**src/rtl/instruction_fetch_stage.sv**
```systemverilog
// Instruction-fetch stage: PC register, next-PC selection (sequential/branch/jump),
// IF/ID pipeline register and halt-word detection with a RUN/HALTED state machine.
module instruction_fetch_stage #(
  parameter int                     PC_WIDTH    = 7,
  parameter int                     INSTR_WIDTH = 32,
  parameter logic [INSTR_WIDTH-1:0] HALT_WORD   = 32'hFFFF_FFFF
) (
  input  logic                   clk,
  input  logic                   reset,
  input  logic                   stall,
  input  logic                   flush,
  input  logic                   branch_taken,
  input  logic [PC_WIDTH-1:0]    branch_target,
  input  logic                   jump,
  input  logic [PC_WIDTH-1:0]    jump_target,
  output logic [PC_WIDTH-1:0]    instr_addr,
  input  logic [INSTR_WIDTH-1:0] instr_data,
  output logic [INSTR_WIDTH-1:0] if_id_instr,
  output logic [PC_WIDTH-1:0]    if_id_pc_next,
  output logic                   if_id_valid,
  output logic                   halted
);

  typedef enum logic {RUN, HALTED} state_t;

  state_t                  state;
  state_t                  state_next;
  logic [PC_WIDTH-1:0]     pc;
  logic [PC_WIDTH-1:0]     pc_next;
  logic [PC_WIDTH-1:0]     pc_plus1;
  logic                    redirect;
  logic [PC_WIDTH-1:0]     redirect_target;
  logic                    fetch_halt;
  logic [INSTR_WIDTH-1:0]  if_id_instr_next;
  logic [PC_WIDTH-1:0]     if_id_pc_next_next;
  logic                    if_id_valid_next;

  assign pc_plus1        = pc + PC_WIDTH'(1);
  assign redirect        = branch_taken | jump;
  // Branch wins when both redirect sources fire together.
  assign redirect_target = branch_taken ? branch_target : jump_target;
  assign fetch_halt      = (state == RUN) && (instr_data == HALT_WORD) &&
                           !redirect && !stall && !flush;
  assign instr_addr      = pc;

  // State register
  always_ff @(posedge clk or posedge reset) begin
    if (reset) begin
      state <= RUN;
    end else begin
      state <= state_next;
    end
  end

  // Next-state logic
  always_comb begin
    state_next = state;
    case (state)
      RUN:     if (fetch_halt) state_next = HALTED;
      HALTED:  if (redirect)   state_next = RUN;
      default: state_next = RUN;
    endcase
  end

  // Output logic
  always_comb begin
    halted = (state == HALTED);
  end

  // Next PC: redirect, then hold (stall, halted, or halt word just fetched), then sequential.
  always_comb begin
    pc_next = pc_plus1;
    if (redirect) begin
      pc_next = redirect_target;
    end else if (stall || (state == HALTED) || fetch_halt) begin
      pc_next = pc;
    end
  end

  always_comb begin
    if_id_instr_next   = instr_data;
    if_id_pc_next_next = pc_plus1;
    if_id_valid_next   = 1'b1;
    if (flush || redirect) begin
      if_id_instr_next   = '0;
      if_id_pc_next_next = '0;
      if_id_valid_next   = 1'b0;
    end else if (stall) begin
      if_id_instr_next   = if_id_instr;
      if_id_pc_next_next = if_id_pc_next;
      if_id_valid_next   = if_id_valid;
    end else if (state == HALTED) begin
      if_id_instr_next   = '0;
      if_id_pc_next_next = '0;
      if_id_valid_next   = 1'b0;
    end
  end

  always_ff @(posedge clk or posedge reset) begin
    if (reset) begin
      pc            <= '0;
      if_id_instr   <= '0;
      if_id_pc_next <= '0;
      if_id_valid   <= 1'b0;
    end else begin
      pc            <= pc_next;
      if_id_instr   <= if_id_instr_next;
      if_id_pc_next <= if_id_pc_next_next;
      if_id_valid   <= if_id_valid_next;
    end
  end

endmodule

```
**config.mk**
```make
export PLATFORM = sky130hd
export DESIGN_NAME = instruction_fetch_stage
export DESIGN_NICKNAME = d
export VERILOG_FILES = /design/src/rtl/instruction_fetch_stage.sv
export SDC_FILE = /design/constraint.sdc
export NUM_CORES = 1
export LEC_CHECK = 0
export CAP_MARGIN = 20
export CORE_MARGIN = 2
export CORE_UTILIZATION = 26
export DETAILED_ROUTE_END_ITERATION = 7
export SYNTH_ARGS = -nofsm -noshare
export SYNTH_HDL_FRONTEND = slang
export SYNTH_SLANG_ARGS = --single-unit
```
**constraint.sdc**
```tcl
create_clock -name clk -period 1.65 [get_ports clk]
set_clock_uncertainty 0.15 [all_clocks]
set_input_delay 0.495 -clock clk [delete_from_list [all_inputs] [get_ports clk]]
set_output_delay 0.495 -clock clk [all_outputs]
set_load 0.02 [all_outputs]
```
==> flow_summary.ini <==
[status]
status = finished, violations left
violations = setup timing

[global_route]
grt-ovfl-total = 0
antenna_found_initial = 0
busiest_layer = met2
use_met3_pct = 3.55
grt_first_pass_wirelength_mm = 11.1
grt_max_degree = 49
track_usage_pct = 16.3
use_met2_pct = 26.6
grt_pass1_vias = 2186
met1_usage_pct = 22.1

[setup_path]
endpoint_kind = flip-flop
crit_chain = clkdlybuf4s15_1 -> nor3_2 -> and3_4 -> a31o_4 -> buf_12 -> or3_1 -> a31oi_1
path_buf_inv = 2
critPathRequiredTime_ns = 1.72
arrival_ns = 1.87
startpoint_type = input port
crit_family = simple AND/OR/NAND/NOR gates
cpMaxStageDelayCell = or3_1
critPathMaxStageDelay_ns = 0.34
criticalPathCategory = input port to flip-flop
crit_fanout = 5

[detailed_routing]
routedWlPerCell_um = 15.8
antenna_left = 0
drc_errors = 0
vias = 2036
drt_first_pass_iters = 4
vias_per_cell = 4.71
wl_mm = 6.83
drt_iter0_markers = 53

[timing]
fin_crit_sh_pct = 109
setup_viol = 12
fin_crit_ns = 1.80
hold_viol_final = 0
report.final.slew_viol_count = 0
fin_ws_ns = -0.149
hold-worst-slack_ns = 0.247
worst_pin_slew_ns = 0.278
rsz0062_at_grt = yes
slew_headroom_pct = 81.3
fmax_ghz = 0.556

[power_and_ir_drop]
power_density_nw_per_um2 = 775
power.leakage_nw = 1.77
power.total_mw = 2.82
ir_drop_v = 0.000433

[yosys]
synth.top_cell.area_share_pct = 58.3
yosysSeqAreaShare_pct = 58.3
synth_top_area_cell = dfrtp_1
yosysWarningCount = 0
synthTopCellsByArea = dfrtp_1 (58%), a22o_1 (14%), nand2_1 (2.4%)
ys_ff_latch = 48
syn_nets = 232
synth.distinct_cells = 35
ys.flop_type = dfrtp_1
synthCells = 179
synthArstFlopShare_pct = 100
synth_edf_count = 0
synth_area_um2 = 2060
avgSynthCellArea_um2 = 11.5

[layout]
ff_latch_area_um2 = 1200
fill_cells = 751
drive_gt1_share_pct = 51.2
layout_commonest_cell = dfrtp_1
final_cell_mix = dfrtp_1 (45), buf_2 (39), buf_4 (39)
multi_input_area_um2 = 911
syn2layout_area_growth_pct = 76.4
nets = 382
fin_util_pct = 47.3
fin_area_um2 = 3630
diodes = 0

[place]
gp_congestion = 0.723
io_buffers = 99
dpl-instance-area_um2 = 3470
hpwl_mm = 4.61
place_ws_ns = -0.767

[clock_network]
clkLatencyLatePin_ns = 0.30
cts_tree = yes
path_clk_slew_ns = 0.10
cts_buffer_depth = 2
cts_sinks = 48
cts_root_buf = clkbuf_8
h-tree-depth = 2
post_cts_hold_buffer_count = 0
cts_made_buffers = 5

[floorplan]
die_y_um = 93.0
ios = 100
die-area_um2 = 8650
core_um2 = 7690
start_util_pct = 26.8
row_count = 32
die_w_um = 93.0

[flow_run]
cap_viol_max_count = 0

[min_path]
hold_path_class = input port to flip-flop
-- registers in the layout, summed over array words and instances (netlist names) --
signal / cells
halted: 1
if_id_pc_next: 7
if_id_valid: 1
instr_addr: 7
if_id_instr: 32
-- what timing repair did --
action	4_1_cts	5_1_grt
pin swaps	12	28
setup buffers	9	6
setup endpoints to repair	96	79
endpoints found under the hold margin	0	0
gates cloned	4	0
resized for setup	284	59
-- kinds of logic (layout without fill, tap and decap cells) --
logic type | count (synthesis) | count (layout) | synth area share (%)
simple gates | 50 | 50 | 13.3
buf+inv | 16 | 167 | 3.46
fa+ha+maj | 1 | 1 | 0.607
compound gates | 58 | 58 | 21.7
flops | 48 | 48 | 58.3
xor+xnor | 5 | 5 | 2.13
mux | 1 | 1 | 0.486
-- worst paths after layout --
kind / start / end / slack [ns] / cells past startpoint
max in group asynchronous: reset / instr_addr[0]$_DFFE_PP0P_ / 0.65 / 3
worst min register to register: if_id_valid$_DFFE_PP0P_ / if_id_valid$_DFFE_PP0P_ / 0.33 / 2
worst max register to register: halted$_DFF_PP0_ / instr_addr[5]$_DFFE_PP0P_ / -0.14 / 5
worst max-delay path: flush / instr_addr[5]$_DFFE_PP0P_ / -0.15 / 7
worst min-delay path: instr_data[26] / if_id_instr[26]$_DFFE_PP0P_ / 0.25 / 2
min in group asynchronous: reset / if_id_pc_next[2]$_DFFE_PP0P_ / 0.44 / 3
-- cells in the mapped netlist, types with 4 or more instances --
cell and number:
inv_1 5, a211oi_1 4, clkbuf_1 7, o21ai_0 8
a31oi_1 5, a22o_1 33, nand3_1 5, nor2_1 6
nand4_1 7, nand2_1 13, dfrtp_1 48
-- power breakdown --
part / total [mW] / internal [mW] / switching, mW
sequential: 1.25 / 1.21 / 0.0329
clock: 1.03 / 0.610 / 0.423
combinational: 0.535 / 0.282 / 0.253
total: 2.82 / 2.11 / 0.709
-- through the flow --
stage	setup TNS [ns]	instances
final	-0.748	432
after global routing	-1.62	432
after CTS	-0.617	427
after floorplan	-2.01	179
after detailed placement	-28.56	406
after global placement	-28.08	406
-- cell type report --
type	count	area share [%]
Inverter	5	0.723
Multi-Input combinational cell	115	25.1
Sequential cell	48	33.1
Timing Repair Buffer	154	33.8
Clock buffer	5	1.89
Tap cell	102	3.51
Clock inverter	3	1.89
-- routing by layer --
metal,vias up,wire length [um]
met4,0,58
met3,6,358
met5,-,0
met2,64,3280
met1,989,3130
li1,977,-
-- worst register-to-register path: stages (launching register included) --
cell     delay [ns]
dfrtp_2        0.44
or2_4          0.25
a31o_4         0.24
buf_12         0.13
or3_1          0.35
a31oi_1        0.15
No activity file was read; power rests on OpenSTA's default activity.
